--- config.mk ---
export PLATFORM = sky130hd
export DESIGN_NAME = exe_mul_arbiter
export DESIGN_NICKNAME = d
export VERILOG_FILES = /design/src/rtl/exe_mul_arbiter.sv
export SDC_FILE = /design/constraint.sdc
export NUM_CORES = 1
export LEC_CHECK = 0
export BUFFER_PORTS_ARGS = -buffer_cell sky130_fd_sc_hd__buf_4
export CAP_MARGIN = 20
export CORE_AREA = 2 2 165 167
export DETAILED_ROUTE_END_ITERATION = 7
export DIE_AREA = 0 0 167 169
export PLACE_DENSITY = 0.61
export SLEW_MARGIN = 20
export SYNTH_ARGS = -nofsm -noshare
export SYNTH_HDL_FRONTEND = slang
export SYNTH_SLANG_ARGS = --single-unit
--- constraint.sdc ---
create_clock -name clk -period 5.2 [get_ports clk]
set_clock_uncertainty 0.15 [all_clocks]
set_input_delay 0 -clock clk [delete_from_list [all_inputs] [get_ports clk]]
set_output_delay 0 -clock clk [all_outputs]
set_load 0.01 [all_outputs]
--- src/rtl/exe_mul_arbiter.sv ---
// exe_mul_arbiter: two issue requesters share one pipelined signed 33x33
// multiplier. The block does round-robin granting, RISC-V M-extension operand
// extension and tag tracking through the multiplier latency, and it routes
// each result back to the requester that issued it.
// Optional feature: define EXE_MUL_ARB_SCOREBOARD_EN to get per-requester
// pending-rd busy masks with a WAW hold. Without it, busy0/busy1 read 0.
module exe_mul_arbiter #(
  parameter int LATENCY = 4
) (
  input  logic        clk,
  input  logic        rst,
  input  logic        stall,
  input  logic        flush,
  input  logic        req0_valid,
  output logic        req0_ready,
  input  logic [1:0]  req0_op,
  input  logic [31:0] req0_rs1,
  input  logic [31:0] req0_rs2,
  input  logic [4:0]  req0_rd,
  input  logic        req1_valid,
  output logic        req1_ready,
  input  logic [1:0]  req1_op,
  input  logic [31:0] req1_rs1,
  input  logic [31:0] req1_rs2,
  input  logic [4:0]  req1_rd,
  output logic        mul_valid,
  output logic [32:0] mul_src_a,
  output logic [32:0] mul_src_b,
  input  logic [65:0] mul_result,
  output logic        rsp0_valid,
  output logic [4:0]  rsp0_rd,
  output logic [31:0] rsp0_result,
  output logic        rsp1_valid,
  output logic [4:0]  rsp1_rd,
  output logic [31:0] rsp1_result,
  output logic [31:0] busy0,
  output logic [31:0] busy1
);

  localparam logic [1:0] OP_MUL    = 2'd0;
  localparam logic [1:0] OP_MULH   = 2'd1;
  localparam logic [1:0] OP_MULHSU = 2'd2;

  typedef struct packed {
    logic       valid;
    logic       id;
    logic       lower;
    logic [4:0] rd;
  } tag_t;

  logic             hold0, hold1;
  logic             elig0, elig1, gnt0, gnt1, hs;
  logic             last_grant_q, last_grant_d;
  logic [1:0]       sel_op;
  logic [31:0]      sel_rs1, sel_rs2;
  logic [4:0]       sel_rd;
  logic [32:0]      src_a_d, src_b_d, src_a_q, src_b_q;
  logic             mul_valid_q;
  tag_t             new_tag, exit_tag;
  tag_t [LATENCY:0] tag_q;
  logic             rsp0_valid_q, rsp1_valid_q;
  logic [4:0]       rsp0_rd_q, rsp1_rd_q;
  logic [31:0]      rsp0_result_q, rsp1_result_q;
  logic [31:0]      exit_word;
  logic             unused_mul_hi;

  // The tag leaving the last stage lines up with mul_result.
  assign exit_tag      = tag_q[LATENCY];
  assign exit_word     = exit_tag.lower ? mul_result[31:0] : mul_result[63:32];
  assign unused_mul_hi = ^mul_result[65:64];

`ifdef EXE_MUL_ARB_SCOREBOARD_EN
  logic [31:0] busy0_q, busy0_d, busy1_q, busy1_d;

  // WAW hold: a request waits while its rd is still in flight
  assign hold0 = busy0_q[req0_rd];
  assign hold1 = busy1_q[req1_rd];

  // Clear a bit when its response is registered; set it on the handshake (x0 is never tracked)
  always_comb begin
    busy0_d = busy0_q;
    busy1_d = busy1_q;
    if (exit_tag.valid) begin
      if (exit_tag.id) busy1_d[exit_tag.rd] = 1'b0;
      else             busy0_d[exit_tag.rd] = 1'b0;
    end
    if (gnt0 && (req0_rd != 5'd0)) busy0_d[req0_rd] = 1'b1;
    if (gnt1 && (req1_rd != 5'd0)) busy1_d[req1_rd] = 1'b1;
  end

  // Busy mask registers, cleared by reset and by flush
  always_ff @(posedge clk or posedge rst) begin
    if (rst) begin
      busy0_q <= '0;
      busy1_q <= '0;
    end else if (flush) begin
      busy0_q <= '0;
      busy1_q <= '0;
    end else begin
      busy0_q <= busy0_d;
      busy1_q <= busy1_d;
    end
  end

  assign busy0 = busy0_q;
  assign busy1 = busy1_q;
`else
  assign hold0 = 1'b0;
  assign hold1 = 1'b0;
  assign busy0 = '0;
  assign busy1 = '0;
`endif

  // Round-robin grant: on a tie, the requester that did not win last time is granted
  always_comb begin
    elig0 = req0_valid && !stall && !flush && !hold0;
    elig1 = req1_valid && !stall && !flush && !hold1;
    gnt0  = elig0 && (!elig1 || last_grant_q);
    gnt1  = elig1 && (!elig0 || !last_grant_q);
    hs    = gnt0 || gnt1;
    last_grant_d = last_grant_q;
    if (gnt0)      last_grant_d = 1'b0;
    else if (gnt1) last_grant_d = 1'b1;
  end

  // Operand mux and sign/zero extension, plus the tag for the new op
  always_comb begin
    sel_op  = gnt1 ? req1_op  : req0_op;
    sel_rs1 = gnt1 ? req1_rs1 : req0_rs1;
    sel_rs2 = gnt1 ? req1_rs2 : req0_rs2;
    sel_rd  = gnt1 ? req1_rd  : req0_rd;
    src_a_d = {((sel_op == OP_MULH) || (sel_op == OP_MULHSU)) && sel_rs1[31], sel_rs1};
    src_b_d = {(sel_op == OP_MULH) && sel_rs2[31], sel_rs2};
    new_tag.valid = hs;
    new_tag.id    = gnt1;
    new_tag.lower = (sel_op == OP_MUL);
    new_tag.rd    = sel_rd;
  end

  // Round-robin pointer; resets to 1 so requester 0 wins the first tie
  always_ff @(posedge clk or posedge rst) begin
    if (rst) last_grant_q <= 1'b1;
    else     last_grant_q <= last_grant_d;
  end

  // Multiplier operand registers; the sources hold their value between issues
  always_ff @(posedge clk or posedge rst) begin
    if (rst) begin
      mul_valid_q <= 1'b0;
      src_a_q     <= '0;
      src_b_q     <= '0;
    end else begin
      mul_valid_q <= hs;
      if (hs) begin
        src_a_q <= src_a_d;
        src_b_q <= src_b_d;
      end
    end
  end

  // Tag shift register; stall does not freeze it, flush kills everything in flight
  always_ff @(posedge clk or posedge rst) begin
    if (rst) begin
      tag_q <= '0;
    end else if (flush) begin
      tag_q <= '0;
    end else begin
      tag_q[0] <= new_tag;
      for (int i = 1; i <= LATENCY; i++) tag_q[i] <= tag_q[i-1];
    end
  end

  // Route the exiting result to its requester
  always_ff @(posedge clk or posedge rst) begin
    if (rst) begin
      rsp0_valid_q  <= 1'b0;
      rsp1_valid_q  <= 1'b0;
      rsp0_rd_q     <= '0;
      rsp1_rd_q     <= '0;
      rsp0_result_q <= '0;
      rsp1_result_q <= '0;
    end else if (flush) begin
      rsp0_valid_q <= 1'b0;
      rsp1_valid_q <= 1'b0;
    end else begin
      rsp0_valid_q <= exit_tag.valid && !exit_tag.id;
      rsp1_valid_q <= exit_tag.valid && exit_tag.id;
      if (exit_tag.valid && !exit_tag.id) begin
        rsp0_rd_q     <= exit_tag.rd;
        rsp0_result_q <= exit_word;
      end
      if (exit_tag.valid && exit_tag.id) begin
        rsp1_rd_q     <= exit_tag.rd;
        rsp1_result_q <= exit_word;
      end
    end
  end

  assign req0_ready  = gnt0;
  assign req1_ready  = gnt1;
  assign mul_valid   = mul_valid_q;
  assign mul_src_a   = src_a_q;
  assign mul_src_b   = src_b_q;
  assign rsp0_valid  = rsp0_valid_q;
  assign rsp0_rd     = rsp0_rd_q;
  assign rsp0_result = rsp0_result_q;
  assign rsp1_valid  = rsp1_valid_q;
  assign rsp1_rd     = rsp1_rd_q;
  assign rsp1_result = rsp1_result_q;

endmodule
# After elaboration in Yosys (flattened, before gate mapping)
# Cells that the tools add are included.
[word_totals]
register_bits = 184
input_bits = 214
[op_classes]
n_eq_ne = 2
muxes = 10
bitwise_logic = 1
n_reduce_logical = 24
[op_table]
columns = ["op", "n"]
rows = [
  ["two-way mux 32 bit", 3],
  ["two-way mux 40 bit", 1],
  ["logical AND 1 bit", 10],
  ["zero test 1 bit", 6],
  ["two-way mux 5 bit", 1],
  ["logical OR 1 bit", 4],
  ["two-way mux 1 bit", 4],
  ["AND reduction 2 bit", 2],
  ["equality test 2 x 1 -> 1 bit (second input constant)", 1],
  ["equality test 2 bit (second input constant)", 1],
  ["zero test 2 bit", 1],
  ["two-way mux 2 bit", 1],
  ["nonzero test 2 bit", 1],
  ["inverter 1 bit", 1],
]

# Logic depth before layout (Yosys ltp)
# Gate-level depths: netlist of the first run.
[logic_depth]
depth_word = 10
mapped_depth = 9

# Worst setup path after synthesis of the first run
# OpenSTA, ideal clock, no wires.
[synth_path]
path_type = "reg2reg"
from = "register last_grant_q"
to = "register src_a_q[32] (netlist: mul_src_a[32])"
arrival_ps = 1968
required_time_ps = 4985
slack_ps = 3017
path_stages_with_launch = 9
path_buffers = 1
synth_period_minus_slack_ps = 2183
cell_sequence = "dfstp_2 -> and2_1 -> clkbuf_1 -> nor2_4 -> mux2i_1 -> ha_1 -> nand2_1 -> a2111oi_0 -> a211o_1"
[synth_between]
elab_chain_cells = 7
word_cells_on_any_way = 12
classes_between = "eq/ne (2); mux (2); reduce/logical (8)"
[synth_rtl]
columns = ["item", "line_no", "text"]
rows = [
  ["start: declaration", "53", "logic last_grant_q, last_grant_d;"],
  ["start signal: assignment", "143", "else last_grant_q <= last_grant_d;"],
  ["zero test 1 bit *", "119", "gnt1 = elig1 && (!elig0 || !last_grant_q);"],
  ["logical OR 1 bit *", "119", ""],
  ["logical AND 1 bit *", "119", ""],
  ["net req1_ready", "21", "output logic req1_ready,"],
  ["two-way mux 2 bit", "128", "sel_op = gnt1 ? req1_op : req0_op;"],
  ["equality test 2 x 1 -> 1 bit / equality test 2 bit (equally long branches)", "132", "src_a_d = {((sel_op == OP_MULH) || (sel_op == OP_MULHSU)) && sel_rs1[31], sel_rs1};"],
  ["logical OR 1 bit", "132", ""],
  ["logical AND 1 bit", "132", ""],
  ["end signal: assignment", "155", "src_a_q <= src_a_d;"],
  ["end: declaration", "57", "logic [32:0] src_a_d, src_b_d, src_a_q, src_b_q;"],
]
# The timed path passes the listed nets; every way through them passes the cells marked *.
# A chain may end at the register's enable or synchronous reset.

# Final worst setup path of the first run
[layout_path]
from = "input port flush"
to = "register tag_q[5] in the netlist's numbering"
[layout_between]
elab_chain_cells = 8
word_cells_on_any_way = 9
classes_between = "mux (2); reduce/logical (7)"
[layout_rtl]
columns = ["item", "line_no", "text"]
rows = [
  ["start: declaration", "13", "input logic flush,"],
  ["zero test 1 bit", "116, 117", ""],
  ["logical AND 1 bit", "116", "elig0 = req0_valid && !stall && !flush && !hold0;"],
  ["zero test 1 bit", "119", ""],
  ["logical OR 1 bit", "119", ""],
  ["logical AND 1 bit", "119", ""],
  ["two-way mux 2 bit", "128", ""],
  ["zero test 2 bit", "136", "new_tag.lower = (sel_op == OP_MUL);"],
  ["two-way mux 40 bit *", "165", "end else if (flush) begin"],
  ["end: declaration", "60", "tag_t [LATENCY:0] tag_q;"],
]
# Every way passes the cells marked *; elsewhere a longest branch is shown, timed or not.

==> results.cfg, run 1 <==
[grt]
grt_max_degree = 71
grt_use_total_pct = 17.8
grt_pass1_wl_um = 40400
grt_pass1_vias = 7612
antenna_found_initial = 1
grt.overflow.total = 0

[logic_synthesis]
synth_area_per_cell_sq_um = 11.5
synthTopCellsByArea = dfrtp_1, a221o_1, buf_4
synth_mux_area_share_pct = 5.83
synth_compound_area_share_pct = 13.7
yosysWarnings = 0
netlist_area_sq_um = 7960
synth_largest_area_cell = dfrtp_1
synth_edf_count = 0
async_flop_share_pct = 100
synth_flop_cell = dfrtp_1
synth-seq-cells = 184
synthAdderAreaFrac_pct = 0.314
post_synth_and_or_nand_nor_area_fraction_pct = 12.2
yosysMostFrequentCell = dfrtp_1
synth.distinct_cells = 34
netlist_instances = 689
synthXorXnorAreaFrac_pct = 0
ys_top_cells_by_count = dfrtp_1, buf_4, and3_1, a221o_1, o21ai_0
yosysSeqAreaShare_pct = 57.9
synth_top_area_share_pct = 57.5
synth_top_family_by_area = compound AO/OA/AOI/OAI gates

[place]
port_buffers = 356
place_area_sq_um = 10600
place_ws_ns = 2.86
gp_congestion = 0.774
dp_hpwl_um = 16200

[floorplan]
initial_core_util_pct = 30.0
die_w_um = 167
core_sq_um = 26500
pin_count = 423
die_h_um = 169
dieArea_sq_um = 28200
rows = 60

[detailed_routing]
drt_first_iter_violations = 409
avgViaCountPerCell = 4.61
wirelength_um = 25800
wire_per_inst_um = 16.3
dr.pass1.iters = 4
vias = 7316
drc = 0
antenna_left = 0

[run]
maxCapViolations = 0

[sta]
finalHoldViolCount = 0
fin_crit_sh_pct = 58.3
final-max-slew-violation-count = 0
max_freq_ghz = 0.330
tns_ns = 0
setup_viol = 0
rsz0062_at_grt = no
final.setup.worst_slack_ns = 2.17
worstMarginPinSlew_ns = 1.01
slew_headroom_pct = 32.9
fin_crit_ns = 3.03

[power]
powerDensity_nw_per_um2 = 293
vdd_drop_max_mv = 0.169
p_leak_nw = 6.77

[critical_path]
critPathArrivalTime_ns = 3.23
cp-start-kind = input pin
end_kind = register
critPathKind = in -> reg
cp_slowest_cell = dlygate4sd3_1
crit_top_cell = dlygate4sd3_1
crit_path_cell_trace = dlygate4sd3_1 -> buf_4 -> or3b_1 -> nor2_4 -> mux2i_1 -> dlygate4sd3_1 -> ha_1 -> dlygate4sd3_1 -> nor2b_1
cp-startpoint = flush
critPathMaxStageDelay_ns = 0.58
critPathRequiredTime_ns = 5.40
critPathMaxFanout = 44
r2r-start = last_grant_q$_DFFE_PP1P_

[clock_network]
cts_buffers = 17
cts_tree = yes
clk_latency_ns = 0.42
cts_sinks = 184
cts.repair.resized = 0
cts_root_buffer = clkbuf_16
htree_levels = 4
clk_pin_slew_ns = 0.08
clk_path_buf_depth = 2

[outcome]
status = finished clean

[layout]
area_delta_synth_final_pct = 67.9
finalInstanceArea_sq_um = 13400
drive_gt1_share_pct = 33.6
nets = 1449
fillers = 2332

[worst_hold_path]
hold_path_class = in -> async
## where the power goes
part           leakage [nW]  switching (mW)  internal, mW  total (mW)
Sequential             2.42          0.0945          1.58        1.68
Clock                 0.273           0.613         0.636        1.25
Combinational          4.08           0.398         0.593       0.991
Total                  6.77            1.10          2.81        3.92
## registers in the layout (all words and copies together), names as in the netlist, 5 cells and up
signal and count:
rsp0_result 32, tag_q 32, rsp1_rd 5, mul_src_b 33
rsp1_result 32, exit_tag 8, rsp0_rd 5, mul_src_a 33
## worst max-delay path, delay by kind of cell
family                     cells  cell delay [ns]
muxes                          1             0.21
and+or+nand+nor                3             0.92
buffers and inverters          4             1.94
adders and majority gates      1             0.15
## worst paths after layout
check	cells past startpoint	to	slack, ns
worst max-delay path	9	tag_q[5]$_DFF_PP0_	2.17
worst min-delay path	3	mul_src_a[8]$_DFFE_PP0P_	0.03
worst max register to register	7	tag_q[5]$_DFF_PP0_	2.25
worst min register to register	1	tag_q[27]$_DFF_PP0_	0.31
max in group asynchronous	4	exit_tag[5]$_DFF_PP0_	3.60
min in group clk	6	mul_src_b[32]$_DFFE_PP0P_	0.18
## cells by family (layout without fill, tap and decap cells)
kind of cell,count (synthesis),in the layout
AO/OA/AOI/OAI,147,147
adder cells (fa/ha/maj),2,2
buffers and inverters,127,621
flip-flops,184,184
multiplexers,45,45
other,1,65
AND/OR/NAND/NOR,183,183
## placed cells by master, fill, tap and decap left out, drive strengths merged, types with 2 or more instances in the layout
master / instances
nor4: 2
clkbuf: 18
and3: 62
dfrtp: 183
conb: 64
nor2b: 33
nand3: 7
mux2: 11
nor3b: 2
buf: 363
clkinv: 5
a211o: 2
clkinvlp: 2
ha: 2
mux2i: 34
o21ai: 40
nor2: 36
a221o: 62
dlygate4sd3: 217
o311ai: 2
a21oi: 37
a2111oi: 2
inv: 16
nand2: 37
## final cells by class
class	count	area, sq um	area share, %
inverter	9	41.3	0.309
tap	341	427	3.19
clock inverter	14	133	0.993
multi-input combinational	441	2820	21.1
clock buffer	18	429	3.21
sequential	184	4610	34.5
timing repair buffer	580	4900	36.7
antenna	1	2.50	0.0187
## routing by layer
| metal | up-vias | routed length [um] | global-route usage, % |
|---|---|---|---|
| met5 | - | 0 | 0 |
| met4 | 0 | 370 | 4.35 |
| met3 | 28 | 2070 | 5.96 |
| met2 | 317 | 12600 | 30.5 |
| met1 | 3550 | 10800 | 21.6 |
| li1 | 3421 | - | - |
## through the flow
step / power, mW / cells / hold WS, ns / utilization, %
after CTS: 3.95 / 1587 / 0.0410 / 50.4
after global routing: 4.12 / 1588 / 0.0479 / 50.4
final: 3.92 / 1588 / 0.0348 / 50.4
after global placement: 2.44 / 1338 / -0.0552 / 40.1
after detailed placement: 2.45 / 1338 / -0.0542 / 40.1
after floorplan: 2.05 / 752 / -0.00760 / -
## what timing repair did
action                                 in CTS  in global routing
hold buffers                              217                  0
endpoints found under the hold margin     239                  0
setup buffers                               0                  0
(Power assumes the default switching activity.)
==> run 2, diff against run 1 <==
ABC_AREA = 1   (was unset)
PLACE_DENSITY = 0.6   (was 0.61)
clock period = 3.1 ns   (was 5.2 ns; I/O delays follow)
==> run 2 against run 1 <==
Against the previous run:
- total power is 77% higher
- area after synthesis is 5.3% higher
- largest cell class unchanged
- core utilization is 1.7 points higher
- sequential cell count stayed put
- highest routed layer unchanged
- non-clock buffer count is 5 higher
- clock power is 82% higher
- synthesized cell count is 35% higher
- via count is 11% higher
- wire length is 7.3% higher
- die area stayed put
- global-route usage is 1.5 points higher
- worst hold slack better by 0.058 ns
==> results.cfg, run 2 <==
[critical_path]
critPathArrivalTime_ns = 2.91
critPathMaxStageDelay_ns = 0.59
cp_slowest_cell = dlygate4sd3_1
crit_top_cell = dlygate4sd3_1
crit_path_cell_trace = nand3_2 -> nand2_4 -> o21ai_1 -> dlygate4sd3_1 -> ha_1 -> dlygate4sd3_1 -> inv_1 -> nor2_1
crit_family = buffers and inverters
critPathMaxFanout = 27
cp-start-kind = register
end_kind = register
critPathRequiredTime_ns = 3.26
critPathKind = reg -> reg
crit_buf_inv = 3

[floorplan]
dieArea_sq_um = 28200
initial_core_util_pct = 31.6
die_h_um = 169
die_w_um = 167
rows = 60
core_sq_um = 26500
pin_count = 423

[sta]
final-max-slew-violation-count = 0
rsz0062_at_grt = no
fin_crit_ns = 2.75
finalHoldViolCount = 0
worstMarginPinSlew_ns = 0.774
setup_viol = 0
tns_ns = 0
max_freq_ghz = 0.364
slew_headroom_pct = 48.3
fin_crit_sh_pct = 88.7

[detailed_routing]
drt_first_iter_violations = 502
drc = 0
wirelength_um = 27700
antenna_left = 0
vias = 8111
dr.pass1.iters = 5
avgViaCountPerCell = 4.42
wire_per_inst_um = 15.1

[logic_synthesis]
synth_top_family_by_area = simple AND/OR/NAND/NOR gates
ys_top_cells_by_count = nand2_1, nand3_1, dfrtp_1, buf_4, inv_1
yosysWarnings = 0
synthTopCellsByArea = dfrtp_1, nand2_1, nand3_1
yosysSeqAreaShare_pct = 55.0
synthAdderAreaFrac_pct = 0.299
synth_area_per_cell_sq_um = 8.98
synth_compound_area_share_pct = 1.19
synth_flop_cell = dfrtp_1
synth-seq-cells = 184
netlist_area_sq_um = 8380
netlist_instances = 933
yosysMostFrequentCell = nand2_1
synth_mux_area_share_pct = 4.30
synth_edf_count = 0
synth_largest_area_cell = dfrtp_1
synth.distinct_cells = 24
async_flop_share_pct = 100
synthXorXnorAreaFrac_pct = 0
synth_top_area_share_pct = 54.7
post_synth_and_or_nand_nor_area_fraction_pct = 26.7

[layout]
layout_common_cells = buf_4, nand2_1, dlygate4sd3_1
final_common_cell = buf_4
regArea_sq_um = 4610
multi_input_area_sq_um = 2970
drive_gt1_share_pct = 30.2
fillers = 2459
area_delta_synth_final_pct = 64.8
antenna_cells = 0
nets = 1695
utilization_pct = 52.1

[grt]
grt.overflow.total = 0
antenna_found_initial = 0
grt_use_total_pct = 19.3
grt_max_degree = 77
grt_pass1_vias = 8300
grt_pass1_wl_um = 43600

[clock_network]
clk_latency_ns = 0.43
cts_tree = yes
clk_pin_slew_ns = 0.08
post-cts-setup-buffer-count = 0
cts_sinks = 184
htree_levels = 4
cts_buffers = 17
clk_path_buf_depth = 2
cts_root_buffer = clkbuf_16

[place]
port_buffers = 356
dp_hpwl_um = 18000
gp_congestion = 0.766

[run]
maxCapViolations = 0

[outcome]
status = finished clean

[power]
p_leak_nw = 7.15
powerDensity_nw_per_um2 = 501
vdd_drop_max_mv = 0.293
p_total_mw = 6.92

[worst_hold_path]
hold_path_class = in -> reg
[run 2: changes by cell type after synthesis, moves of 8 or more]
cell and change:
a21oi_1 -37, a221o_1 -57, and3_1 -62, buf_2 +19
clkbuf_1 -26, inv_1 +39, mux2_2 +21, mux2i_1 -34
nand2_1 +242, nand3_1 +181, nor2_1 +8, nor2b_1 -33
o21ai_0 -27
[run 2: final cells by class]
| cell class | instances | share of cell area (%) |
|---|---|---|
| Clock buffer | 17 | 3.08 |
| Clock inverter | 15 | 1.44 |
| Inverter | 53 | 1.49 |
| Multi-Input combinational cell | 638 | 21.5 |
| Sequential cell | 184 | 33.4 |
| Tap cell | 341 | 3.09 |
| Timing Repair Buffer | 585 | 36.0 |
[run 2: cells by family after synthesis]
kind of cell	Yosys count
flops	184
buf+inv	174
simple gates	520
other cells	1
mux	32
compound gates	20
fa+ha+maj	2
[run 2: metal layers]
layer	GRT usage (%)	routed length, um
met1	23.5	11500
met2	33.4	13600
met3	6.78	2440
met4	3.11	161
met5	0	0
[run 2: power by group]
part           switching [mW]  internal, mW  total [mW]
sequential              0.173          2.70        2.87
clock                    1.10          1.18        2.28
combinational           0.747          1.02        1.77
[run 2: stage by stage]
stage	setup WS, ns	instances	hold WS (ns)	instance area (sq um)
floorplan	0.586	996	-0.0170	8620
global placement	0.808	1587	0.0668	11000
detailed placement	0.788	1587	0.0708	11000
CTS	0.201	1831	0.0813	13800
global route	0.151	1833	0.145	13800
finish	0.351	1833	0.0924	13800
[run 2: final timing paths]
path                                     startpoint                           to  slack, ns  depth (start not counted)
max in group asynchronous                       rst     last_grant_q$_DFFE_PP1P_       1.46                          6
hold reg to reg                 tag_q[28]$_DFF_PP0_        exit_tag[4]$_DFF_PP0_       0.31                          2
setup reg to reg           last_grant_q$_DFFE_PP1P_           tag_q[5]$_DFF_PP0_       0.35                          8
hold / removal                           req0_op[1]    mul_src_a[32]$_DFFE_PP0P_       0.09                          5
min in group asynchronous                       rst  rsp1_result[26]$_DFFE_PP0P_       0.50                          4
setup / recovery           last_grant_q$_DFFE_PP1P_           tag_q[5]$_DFF_PP0_       0.35                          8
[run 2: worst register-to-register path, cell delays in order, from the launching register on]
cell           delay, ns
dfstp_2             0.55
nand3_2             0.12
nand2_4             0.26
o21ai_1             0.15
dlygate4sd3_1       0.59
ha_1                0.17
dlygate4sd3_1       0.55
inv_1               0.05
nor2_1              0.03
[run 2: timing repair]
| action | in CTS | in global routing |
|---|---|---|
| hold buffers | 212 | 1 |
| endpoints found under the hold margin | 203 | 13 |
| resized for setup | 0 | 2 |
| setup endpoints to repair | 0 | 5 |
